--- config.mk ---
export PLATFORM = sky130hd
export DESIGN_NAME = line_writeback_buffer_flat
export DESIGN_NICKNAME = d
export VERILOG_FILES = /design/src/rtl/line_writeback_buffer_if.sv /design/src/rtl/line_writeback_buffer.sv /design/src/flat_wrapper.sv
export SDC_FILE = /design/constraint.sdc
export NUM_CORES = 1
export LEC_CHECK = 0
export CORE_AREA = 2 2 262 264
export DETAILED_ROUTE_END_ITERATION = 8
export DIE_AREA = 0 0 264 266
export GPL_ROUTABILITY_DRIVEN = 0
export HOLD_SLACK_MARGIN = 0.15
export PLACE_DENSITY_LB_ADDON = 0.1
export SYNTH_ARGS = -nofsm -noshare
export SYNTH_HDL_FRONTEND = slang
export SYNTH_SLANG_ARGS = --single-unit
--- constraint.sdc ---
create_clock -name clk -period 10.8 [get_ports clk]
set_input_delay 1.62 -clock clk [delete_from_list [all_inputs] [get_ports clk]]
set_output_delay 1.62 -clock clk [all_outputs]
set_load 0.01 [all_outputs]
--- src/rtl/line_writeback_buffer_if.sv ---
// AXI3 write-channel bundle (AW, W, B) shared by the write-back buffer and its slave.
interface axi3_wr_bus;
    logic [3:0]  awid;
    logic [31:0] awaddr;
    logic [3:0]  awlen;
    logic [2:0]  awsize;
    logic [1:0]  awburst;
    logic [1:0]  awlock;
    logic [3:0]  awcache;
    logic [2:0]  awprot;
    logic        awvalid;
    logic        awready;
    logic [3:0]  wid;
    logic [31:0] wdata;
    logic [3:0]  wstrb;
    logic        wlast;
    logic        wvalid;
    logic        wready;
    logic [3:0]  bid;
    logic [1:0]  bresp;
    logic        bvalid;
    logic        bready;

    modport master (
        output awid, awaddr, awlen, awsize, awburst, awlock, awcache, awprot, awvalid,
        input  awready,
        output wid, wdata, wstrb, wlast, wvalid,
        input  wready,
        input  bid, bresp, bvalid,
        output bready
    );

    modport slave (
        input  awid, awaddr, awlen, awsize, awburst, awlock, awcache, awprot, awvalid,
        output awready,
        input  wid, wdata, wstrb, wlast, wvalid,
        output wready,
        output bid, bresp, bvalid,
        input  bready
    );
endinterface

--- src/rtl/line_writeback_buffer.sv ---
// Single-entry cache-line write-back buffer: one AXI3 INCR burst per pushed dirty line.
// Define WB_QUERY_EN to enable label lookup / forwarding of the in-flight line.
module line_writeback_buffer #(
    parameter int LINE_WIDTH = 256,
    parameter int AWID       = 2,
    localparam int BEATS       = LINE_WIDTH / 32,
    localparam int CNT_W       = $clog2(BEATS),
    localparam int PHYS_W      = 32,
    localparam int OFF_W       = $clog2(LINE_WIDTH / 8),
    localparam int LABEL_WIDTH = PHYS_W - OFF_W
) (
    input  logic                   clk,
    input  logic                   rst_n,
    input  logic [LABEL_WIDTH-1:0] label_i,
    input  logic [LINE_WIDTH-1:0]  data_i,
    input  logic                   push,
    output logic                   ready,
    output logic                   done,
    output logic                   err,
    input  logic [LABEL_WIDTH-1:0] query_label,
    output logic                   query_hit,
    output logic [LINE_WIDTH-1:0]  query_data,
    axi3_wr_bus.master             axi3_wr_if
);

    typedef enum logic [1:0] {
        WB_IDLE,
        WB_WAIT_AW,
        WB_SEND_W,
        WB_WAIT_B
    } wb_state_t;

    wb_state_t              state_reg, state_next;
    logic [CNT_W-1:0]       beat_cnt_reg, beat_cnt_next;
    logic [LABEL_WIDTH-1:0] label_reg;
    logic [LINE_WIDTH-1:0]  line_reg;
    logic                   pending_reg;
    logic                   done_reg;
    logic                   err_reg;

    logic                   accept;
    logic                   b_fire;
    logic                   aw_valid;
    logic                   w_valid;
    logic                   b_ready;
    logic                   last_beat;
    logic [31:0]            line_words [BEATS];
    logic                   unused_bits;

    genvar gi;
    generate
        for (gi = 0; gi < BEATS; gi++) begin : g_words
            assign line_words[gi] = line_reg[32*gi +: 32];
        end
    endgenerate

    assign last_beat = (beat_cnt_reg == CNT_W'(BEATS - 1));

    always_comb begin
        state_next    = state_reg;
        beat_cnt_next = beat_cnt_reg;
        accept        = 1'b0;
        b_fire        = 1'b0;
        aw_valid      = 1'b0;
        w_valid       = 1'b0;
        b_ready       = 1'b0;
        case (state_reg)
            WB_IDLE: begin
                if (push) begin
                    accept     = 1'b1;
                    state_next = WB_WAIT_AW;
                end
            end
            WB_WAIT_AW: begin
                aw_valid = 1'b1;
                if (axi3_wr_if.awready) begin
                    state_next    = WB_SEND_W;
                    beat_cnt_next = '0;
                end
            end
            WB_SEND_W: begin
                w_valid = 1'b1;
                if (axi3_wr_if.wready) begin
                    // counter wraps to zero naturally after the last beat
                    beat_cnt_next = CNT_W'(beat_cnt_reg + 1'b1);
                    if (last_beat) begin
                        state_next = WB_WAIT_B;
                    end
                end
            end
            WB_WAIT_B: begin
                b_ready = 1'b1;
                if (axi3_wr_if.bvalid) begin
                    b_fire     = 1'b1;
                    state_next = WB_IDLE;
                end
            end
            default: state_next = WB_IDLE;
        endcase
    end

    always_ff @(posedge clk) begin
        if (!rst_n) begin
            state_reg    <= WB_IDLE;
            beat_cnt_reg <= '0;
        end else begin
            state_reg    <= state_next;
            beat_cnt_reg <= beat_cnt_next;
        end
    end

    always_ff @(posedge clk) begin
        if (accept) begin
            label_reg <= label_i;
            line_reg  <= data_i;
        end
    end

    // done and err land together on the cycle the buffer becomes ready again
    always_ff @(posedge clk) begin
        if (!rst_n) begin
            pending_reg <= 1'b0;
            done_reg    <= 1'b0;
            err_reg     <= 1'b0;
        end else begin
            done_reg <= b_fire;
            if (accept) begin
                pending_reg <= 1'b1;
                err_reg     <= 1'b0;
            end else if (b_fire) begin
                pending_reg <= 1'b0;
                err_reg     <= (axi3_wr_if.bresp != 2'b00);
            end
        end
    end

    assign ready = (state_reg == WB_IDLE);
    assign done  = done_reg;
    assign err   = err_reg;

    assign axi3_wr_if.awid    = 4'(AWID);
    assign axi3_wr_if.awaddr  = {label_reg, {OFF_W{1'b0}}};
    assign axi3_wr_if.awlen   = 4'(BEATS - 1);
    assign axi3_wr_if.awsize  = 3'b010;
    assign axi3_wr_if.awburst = 2'b01;
    assign axi3_wr_if.awlock  = '0;
    assign axi3_wr_if.awcache = '0;
    assign axi3_wr_if.awprot  = '0;
    assign axi3_wr_if.awvalid = aw_valid;
    assign axi3_wr_if.wid     = 4'(AWID);
    assign axi3_wr_if.wdata   = line_words[beat_cnt_reg];
    assign axi3_wr_if.wstrb   = 4'hF;
    assign axi3_wr_if.wlast   = last_beat;
    assign axi3_wr_if.wvalid  = w_valid;
    assign axi3_wr_if.bready  = b_ready;

`ifdef WB_QUERY_EN
    assign query_hit   = pending_reg && (query_label == label_reg);
    assign query_data  = line_reg;
    assign unused_bits = ^axi3_wr_if.bid;
`else
    assign query_hit   = 1'b0;
    assign query_data  = '0;
    assign unused_bits = ^{axi3_wr_if.bid, query_label, pending_reg};
`endif

endmodule

--- src/flat_wrapper.sv ---
// flat-port wrapper written by rule: the top's interface ports become plain ports
module line_writeback_buffer_flat 
#(
    parameter int LINE_WIDTH = 256,
    parameter int AWID       = 2,
    localparam int BEATS       = LINE_WIDTH / 32,
    localparam int CNT_W       = $clog2(BEATS),
    localparam int PHYS_W      = 32,
    localparam int OFF_W       = $clog2(LINE_WIDTH / 8),
    localparam int LABEL_WIDTH = PHYS_W - OFF_W
)
  (clk, rst_n, label_i, data_i, push, ready, done, err, query_label, query_hit, query_data, axi3_wr_if_awid, axi3_wr_if_awaddr, axi3_wr_if_awlen, axi3_wr_if_awsize, axi3_wr_if_awburst, axi3_wr_if_awlock, axi3_wr_if_awcache, axi3_wr_if_awprot, axi3_wr_if_awvalid, axi3_wr_if_awready, axi3_wr_if_wid, axi3_wr_if_wdata, axi3_wr_if_wstrb, axi3_wr_if_wlast, axi3_wr_if_wvalid, axi3_wr_if_wready, axi3_wr_if_bid, axi3_wr_if_bresp, axi3_wr_if_bvalid, axi3_wr_if_bready);
  axi3_wr_bus axi3_wr_if_i ();
  input  logic clk;
  input  logic rst_n;
  input  logic [LABEL_WIDTH-1:0] label_i;
  input  logic [LINE_WIDTH-1:0] data_i;
  input  logic push;
  output logic ready;
  output logic done;
  output logic err;
  input  logic [LABEL_WIDTH-1:0] query_label;
  output logic query_hit;
  output logic [LINE_WIDTH-1:0] query_data;
  output wire logic [$bits(axi3_wr_if_i.awid)-1:0] axi3_wr_if_awid;
  output wire logic [$bits(axi3_wr_if_i.awaddr)-1:0] axi3_wr_if_awaddr;
  output wire logic [$bits(axi3_wr_if_i.awlen)-1:0] axi3_wr_if_awlen;
  output wire logic [$bits(axi3_wr_if_i.awsize)-1:0] axi3_wr_if_awsize;
  output wire logic [$bits(axi3_wr_if_i.awburst)-1:0] axi3_wr_if_awburst;
  output wire logic [$bits(axi3_wr_if_i.awlock)-1:0] axi3_wr_if_awlock;
  output wire logic [$bits(axi3_wr_if_i.awcache)-1:0] axi3_wr_if_awcache;
  output wire logic [$bits(axi3_wr_if_i.awprot)-1:0] axi3_wr_if_awprot;
  output wire logic [$bits(axi3_wr_if_i.awvalid)-1:0] axi3_wr_if_awvalid;
  input wire logic [$bits(axi3_wr_if_i.awready)-1:0] axi3_wr_if_awready;
  output wire logic [$bits(axi3_wr_if_i.wid)-1:0] axi3_wr_if_wid;
  output wire logic [$bits(axi3_wr_if_i.wdata)-1:0] axi3_wr_if_wdata;
  output wire logic [$bits(axi3_wr_if_i.wstrb)-1:0] axi3_wr_if_wstrb;
  output wire logic [$bits(axi3_wr_if_i.wlast)-1:0] axi3_wr_if_wlast;
  output wire logic [$bits(axi3_wr_if_i.wvalid)-1:0] axi3_wr_if_wvalid;
  input wire logic [$bits(axi3_wr_if_i.wready)-1:0] axi3_wr_if_wready;
  input wire logic [$bits(axi3_wr_if_i.bid)-1:0] axi3_wr_if_bid;
  input wire logic [$bits(axi3_wr_if_i.bresp)-1:0] axi3_wr_if_bresp;
  input wire logic [$bits(axi3_wr_if_i.bvalid)-1:0] axi3_wr_if_bvalid;
  output wire logic [$bits(axi3_wr_if_i.bready)-1:0] axi3_wr_if_bready;
  assign axi3_wr_if_awid = axi3_wr_if_i.awid;
  assign axi3_wr_if_awaddr = axi3_wr_if_i.awaddr;
  assign axi3_wr_if_awlen = axi3_wr_if_i.awlen;
  assign axi3_wr_if_awsize = axi3_wr_if_i.awsize;
  assign axi3_wr_if_awburst = axi3_wr_if_i.awburst;
  assign axi3_wr_if_awlock = axi3_wr_if_i.awlock;
  assign axi3_wr_if_awcache = axi3_wr_if_i.awcache;
  assign axi3_wr_if_awprot = axi3_wr_if_i.awprot;
  assign axi3_wr_if_awvalid = axi3_wr_if_i.awvalid;
  assign axi3_wr_if_i.awready = axi3_wr_if_awready;
  assign axi3_wr_if_wid = axi3_wr_if_i.wid;
  assign axi3_wr_if_wdata = axi3_wr_if_i.wdata;
  assign axi3_wr_if_wstrb = axi3_wr_if_i.wstrb;
  assign axi3_wr_if_wlast = axi3_wr_if_i.wlast;
  assign axi3_wr_if_wvalid = axi3_wr_if_i.wvalid;
  assign axi3_wr_if_i.wready = axi3_wr_if_wready;
  assign axi3_wr_if_i.bid = axi3_wr_if_bid;
  assign axi3_wr_if_i.bresp = axi3_wr_if_bresp;
  assign axi3_wr_if_i.bvalid = axi3_wr_if_bvalid;
  assign axi3_wr_if_bready = axi3_wr_if_i.bready;
  line_writeback_buffer #(.LINE_WIDTH(LINE_WIDTH), .AWID(AWID)) u_core (.clk(clk), .rst_n(rst_n), .label_i(label_i), .data_i(data_i), .push(push), .ready(ready), .done(done), .err(err), .query_label(query_label), .query_hit(query_hit), .query_data(query_data), .axi3_wr_if(axi3_wr_if_i));
endmodule
==> flow_summary.json, run 1 <==
{
  "cp-start-kind": "flip-flop",
  "reg2reg_from": "u_core.state_reg[0]$_SDFFE_PN0P_",
  "cap_violations": 0,
  "grt_pass1_wl_um": 47500,
  "routedWlPerCell_um": 17.0,
  "clock-sinks": 290,
  "ant_nets": 0,
  "rsz0062_at_grt": "false",
  "io_pins": 680,
  "grt.overflow.total": 0,
  "io_buffers": 356,
  "area_growth_pct": 35.6,
  "seq_area_frac_synth": 0.658,
  "rows": 96,
  "cp-end-kind": "output pin",
  "hold_class": "reg2reg",
  "n_fill_cell": 6921,
  "hp-start": "u_core.state_reg[0]$_SDFFE_PN0P_",
  "ir_worst_vdd_uv": 144,
  "die_width_um": 264,
  "dpl_cell_area_um2": 16600,
  "cts_buffers": 38,
  "status": "completed",
  "worstMarginPinSlew_ns": 1.05,
  "start_util": 0.194,
  "seqPwrFrac": 0.461,
  "synth_warnings": 0,
  "dp_hpwl_um": 24600,
  "crit_path_max_fanout": 34,
  "leakage_nw": 6.32,
  "critPathLaunch": "u_core.beat_cnt_reg[0]$_SDFFE_PN0P_",
  "die_h_um": 266,
  "fin_area_um2": 17800,
  "die_area_um2": 70200,
  "drive_gt1_frac": 0.112,
  "swShare": 0.263,
  "syn-cell-area_um2": 13100,
  "post_synth_num_cell_types": 27,
  "p_per_area_nw_per_um2": 203,
  "clk-insertion-delay-late_ns": 0.56,
  "final_max_slew_viol_count": 0,
  "power_mw": 3.61,
  "skew_ns": 0.0244,
  "grt_start_max_net_pins": 167,
  "cp.arrival_ns": 3.70,
  "core-area_um2": 67700,
  "drt_iter0_drc": 226,
  "routed_wl_um": 34600,
  "cp.required_ns": 9.18,
  "grt_pass1_vias": 6875,
  "finalSetupViolCount": 0,
  "p_switching_uw": 949,
  "yosys_register_bits": 290,
  "combPwrFrac": 0.202,
  "firstDrtPassIters": 4,
  "hold_viol_final": 0,
  "post-route-period-util": 0.493,
  "synth_area_per_cell_um2": 17.9,
  "worstSetupPathType": "reg2out",
  "postCtsSetupBuffers": 0,
  "p_int_mw": 2.66,
  "vias": 6669,
  "dr_wl_met3_um": 4650,
  "layout.nets": 1442,
  "clock_path_buffers": 3,
  "largest_reg_flops": 256,
  "grt.total_usage": 0.0947,
  "slew_headroom": 0.301,
  "htreeDepth": 2,
  "met2_wirelength_um": 17300,
  "max_clock_freq_mhz": 188,
  "drt-met1-wl_um": 11500,
  "fin_setup_tns_ns": 0,
  "drc_errors": 0,
  "p_clk_frac": 0.337,
  "period_needed_ns": 5.32,
  "syn-instance-count": 733,
  "cts_root_buf": "clkbuf_16",
  "antenna_found_initial": 26,
  "maxUsedRoutingLayer": "met5",
  "cts.repair.resized": 0,
  "vias_per_cell": 3.29,
  "holdBufCountCts": 0,
  "cts_tree": "built",
  "clk_pin_slew_worst_paths_ns": 0.05
}
[kinds of logic after synthesis]
family	count (synthesis)	share of synthesized area
adder cells (fa/ha/maj)	6	0.00572
flip-flops	290	0.658
multiplexers	99	0.147
AO/OA/AOI/OAI	6	0.00324
buffers and inverters	315	0.179
other	2	0.000572
AND/OR/NAND/NOR	15	0.00648
[Yosys cell counts (all sizes together)]
| library cell | number | area [µm²] |
|---|---|---|
| nor3 | 1 | 5.00 |
| and3 | 3 | 18.8 |
| nor2b | 3 | 18.8 |
| edfxtp | 283 | 8500 |
| mux2 | 32 | 360 |
| buf | 304 | 2310 |
| and2 | 1 | 6.26 |
| nand2b | 2 | 12.5 |
| a222oi | 1 | 10.0 |
| ha | 6 | 75.1 |
| nand2 | 4 | 15.0 |
| inv | 5 | 18.8 |
| nor4b | 1 | 8.76 |
| mux2i | 3 | 30.0 |
| a22oi | 2 | 15.0 |
| clkbuf | 6 | 22.5 |
| dfxtp | 7 | 140 |
| a21oi | 1 | 5.00 |
| o211ai | 1 | 7.51 |
| o21ai | 1 | 5.00 |
| mux4 | 64 | 1540 |
| conb | 2 | 7.51 |
[per-layer routing]
metal | vias to the layer above | global-route usage
met2 | 382 | 0.163
met5 | - | 0
met1 | 3205 | 0.0935
met3 | 89 | 0.0581
li1 | 2963 | -
met4 | 30 | 0.0326
[worst max-delay path, cell delays in order (launching register included)]
cell and delay, ns:
dfxtp_4 0.85, buf_4 0.68, mux4_1 0.70, mux2_2 0.28, clkdlybuf4s50_1 0.53
[power by group through the flow]
stage                     logic, mW  clock network (mW)  registers [mW]
after detailed placement      0.753                   0            1.69
after global placement        0.754                   0            1.69
after CTS                     0.755                1.28            1.67
after global routing          0.797                1.32            1.69
final                         0.728                1.22            1.66
after floorplan               0.473                   0            1.76
[layout make-up]
| cell class | instances | area (µm²) | area share |
|---|---|---|---|
| timing repair buffer | 361 | 3610 | 0.203 |
| inverter | 5 | 18.8 | 0.00105 |
| sequential | 290 | 8650 | 0.486 |
| multi-input combinational | 418 | 3230 | 0.181 |
| clock buffer | 46 | 981 | 0.0551 |
| antenna | 9 | 22.5 | 0.00127 |
| tap | 882 | 1100 | 0.0620 |
| clock inverter | 19 | 189 | 0.0106 |
[final timing paths]
check	to	slack, ns	cells after the start
setup reg to reg	u_core.line_reg[198]$_DFFE_PP_	8.18	4
setup / recovery	axi3_wr_if_wdata[24]	5.48	4
hold / removal	u_core.state_reg[0]$_SDFFE_PN0P_	0.50	2
hold reg to reg	u_core.state_reg[0]$_SDFFE_PN0P_	0.50	2
[through the flow]
step / worst slack (ns) / std cells / hold WS [ns] / utilization
after floorplan: 2.14 / 1023 / 0.468 / -
after global placement: 5.87 / 1956 / 0.495 / 0.245
after detailed placement: 5.87 / 1956 / 0.497 / 0.245
after CTS: 5.25 / 2021 / 0.504 / 0.262
after global routing: 5.21 / 2021 / 0.545 / 0.262
final: 5.48 / 2030 / 0.501 / 0.263
[cells in the final DEF, fill, tap and decap left out, types with 6 or more instances in the layout]
cell / Yosys / final
clkbuf_1: 6 / 8
conb_1: 2 / 292
clkinv_1: 0 / 10
mux2_2: 32 / 32
clkbuf_16: 0 / 38
diode_2: 0 / 9
edfxtp_1: 283 / 283
ha_1: 6 / 6
mux4_2: 39 / 39
clkdlybuf4s50_1: 0 / 356
mux4_1: 25 / 25
Note: power is estimated with default switching activity, not from simulation.
==> inputs of run 2 (changes only) <==
--- a/config.mk
+++ b/config.mk
@@ -5,9 +5,9 @@
 export SDC_FILE = /design/constraint.sdc
 export NUM_CORES = 1
 export LEC_CHECK = 0
-export CORE_AREA = 2 2 262 264
+export CORE_AREA = 2 2 268 270
 export DETAILED_ROUTE_END_ITERATION = 8
-export DIE_AREA = 0 0 264 266
+export DIE_AREA = 0 0 270 272
 export GPL_ROUTABILITY_DRIVEN = 0
 export HOLD_SLACK_MARGIN = 0.15
 export PLACE_DENSITY_LB_ADDON = 0.1
==> constraint.sdc (replaced) <==
create_clock -name clk -period 4.66 [get_ports clk]
set_input_delay 0.699 -clock clk [delete_from_list [all_inputs] [get_ports clk]]
set_output_delay 0.699 -clock clk [all_outputs]
set_load 0.01 [all_outputs]
==> run 2 against run 1 <==
Against the previous run:
- register-to-register slack got worse by 5.7 ns
- clock-buffer cell count rose by 3
- final area grew 1.2%
- clock skew shrank 0.011 ns
- flip-flop and latch count stayed put
- critical path depth unchanged
- largest power group unchanged
==> flow_summary.json, run 2 (synthesized netlist as in run 1, its figures left out) <==
{
  "hold_viol_final": 0,
  "io_buffers": 356,
  "routedWlPerCell_um": 16.9,
  "final_max_slew_viol_count": 0,
  "crit_path_max_fanout": 28,
  "rsz0062_at_grt": "false",
  "cp-start-kind": "flip-flop",
  "r2r_end": "u_core.line_reg[59]$_DFFE_PP_",
  "grt_pass1_vias": 7036,
  "n_fill_cell": 7306,
  "worstRegToRegCells": 4,
  "rrSetupSlack_ns": 2.44,
  "leakage_nw": 6.39,
  "antenna_found_initial": 24,
  "reg2reg_from": "u_core.state_reg[1]$_SDFFE_PN0P_",
  "ir_worst_vdd_uv": 282,
  "grt.total_usage": 0.0930,
  "holdBufCountCts": 0,
  "rows": 98,
  "vias": 6688,
  "worstSetupPathType": "reg2out",
  "start_util": 0.186,
  "drt_iter0_drc": 250,
  "status": "completed",
  "mostFrequentLayoutCell": "clkdlybuf4s50_1",
  "slew_headroom": 0.427,
  "critPathLaunch": "u_core.beat_cnt_reg[0]$_SDFFE_PN0P_",
  "clock_path_buffers": 3,
  "dp_hpwl_um": 26000,
  "routed_wl_um": 35600,
  "finalSetupViolCount": 0,
  "cts.repair.resized": 0,
  "p_per_area_nw_per_um2": 467,
  "cp-end-kind": "output pin",
  "fin_setup_tns_ns": 0,
  "clock-sinks": 290,
  "post-route-period-util": 0.775,
  "hold_class": "reg2reg",
  "cap_violations": 0,
  "period_needed_ns": 3.61,
  "holdWs_ns": 0.505,
  "die_area_um2": 73400,
  "vias_per_cell": 3.17,
  "worstMarginPinSlew_ns": 0.860,
  "cp.arrival_ns": 2.91,
  "skew_ns": 0.0135,
  "die_width_um": 270,
  "max_clock_freq_mhz": 277,
  "cts_tree": "built",
  "grt_pass1_wl_um": 49100,
  "drc_errors": 0,
  "core-area_um2": 70800,
  "cts_root_buf": "clkbuf_16",
  "htreeDepth": 2,
  "clk-insertion-delay-late_ns": 0.55,
  "clk_pin_slew_worst_paths_ns": 0.05,
  "drive_gt1_frac": 0.118,
  "power_mw": 8.42,
  "cp.required_ns": 3.96,
  "ant_nets": 0,
  "cts_buffers": 38,
  "mostFrequentLayoutCells": "clkdlybuf4s50_1, conb_1, edfxtp_1",
  "crit_end": "axi3_wr_if_wdata[8]",
  "grt.overflow.total": 0,
  "largest_reg_flops": 256,
  "postCtsSetupBuffers": 0,
  "layout_setup_ws_ns": 1.05,
  "grt_start_max_net_pins": 60,
  "die_h_um": 272,
  "firstDrtPassIters": 4,
  "io_pins": 680,
  "area_growth_pct": 37.2,
  "pre_cts_ws_ns": 1.53,
  "layout.nets": 1452
}
[run 2: worst min path at each step]
stage,startpoint,to,slack (ns),cells after the start
global route,u_core.err$_SDFFE_PP0P_,u_core.err$_SDFFE_PP0P_,0.56,2
finish,u_core.state_reg[0]$_SDFFE_PN0P_,u_core.state_reg[0]$_SDFFE_PN0P_,0.50,2
floorplan,u_core.state_reg[1]$_SDFFE_PN0P_,u_core.state_reg[1]$_SDFFE_PN0P_,0.47,2
global placement,u_core.state_reg[1]$_SDFFE_PN0P_,u_core.state_reg[1]$_SDFFE_PN0P_,0.49,2
CTS,u_core.state_reg[0]$_SDFFE_PN0P_,u_core.state_reg[0]$_SDFFE_PN0P_,0.51,2
detailed placement,u_core.state_reg[0]$_SDFFE_PN0P_,u_core.state_reg[0]$_SDFFE_PN0P_,0.50,2
[run 2: critical path, cell delays in order (launching register included)]
cell,delay (ns)
dfxtp_4,0.58
buf_12,0.31
mux4_1,0.64
mux2_2,0.30
clkdlybuf4s50_1,0.48
[run 2: routing by layer]
layer | wire (µm) | share of wire | track usage
met1 | 12500 | 0.35 | 0.0960
met2 | 17400 | 0.49 | 0.156
met3 | 4540 | 0.13 | 0.0560
met4 | 886 | 0.025 | 0.0308
met5 | 212 | 0.0060 | 0
[run 2: area by class of cell]
type / count / area [µm²] / area share
diodes: 6 / 15.0 / 0.000834
repair buffers: 371 / 3760 / 0.209
flip-flops and latches: 290 / 8650 / 0.480
multi-input cells: 418 / 3230 / 0.179
clock inverters: 19 / 161 / 0.00896
inverters: 5 / 18.8 / 0.00104
clock buffers: 49 / 992 / 0.0551
well taps: 950 / 1190 / 0.0660
[run 2: per-stage QoR]
step	utilization	area [µm²]	cells
after floorplan	-	14200	1023
final	0.255	18000	2108
after global routing	0.254	18000	2104
after CTS	0.254	18000	2102
after global placement	0.238	16800	2034
after detailed placement	0.238	16800	2034
[run 2: report_power, final]
group / internal [mW] / total [mW] / switching [mW]
logic: 0.895 / 1.81 / 0.916
registers: 3.66 / 3.82 / 0.159
clock network: 1.62 / 2.79 / 1.17
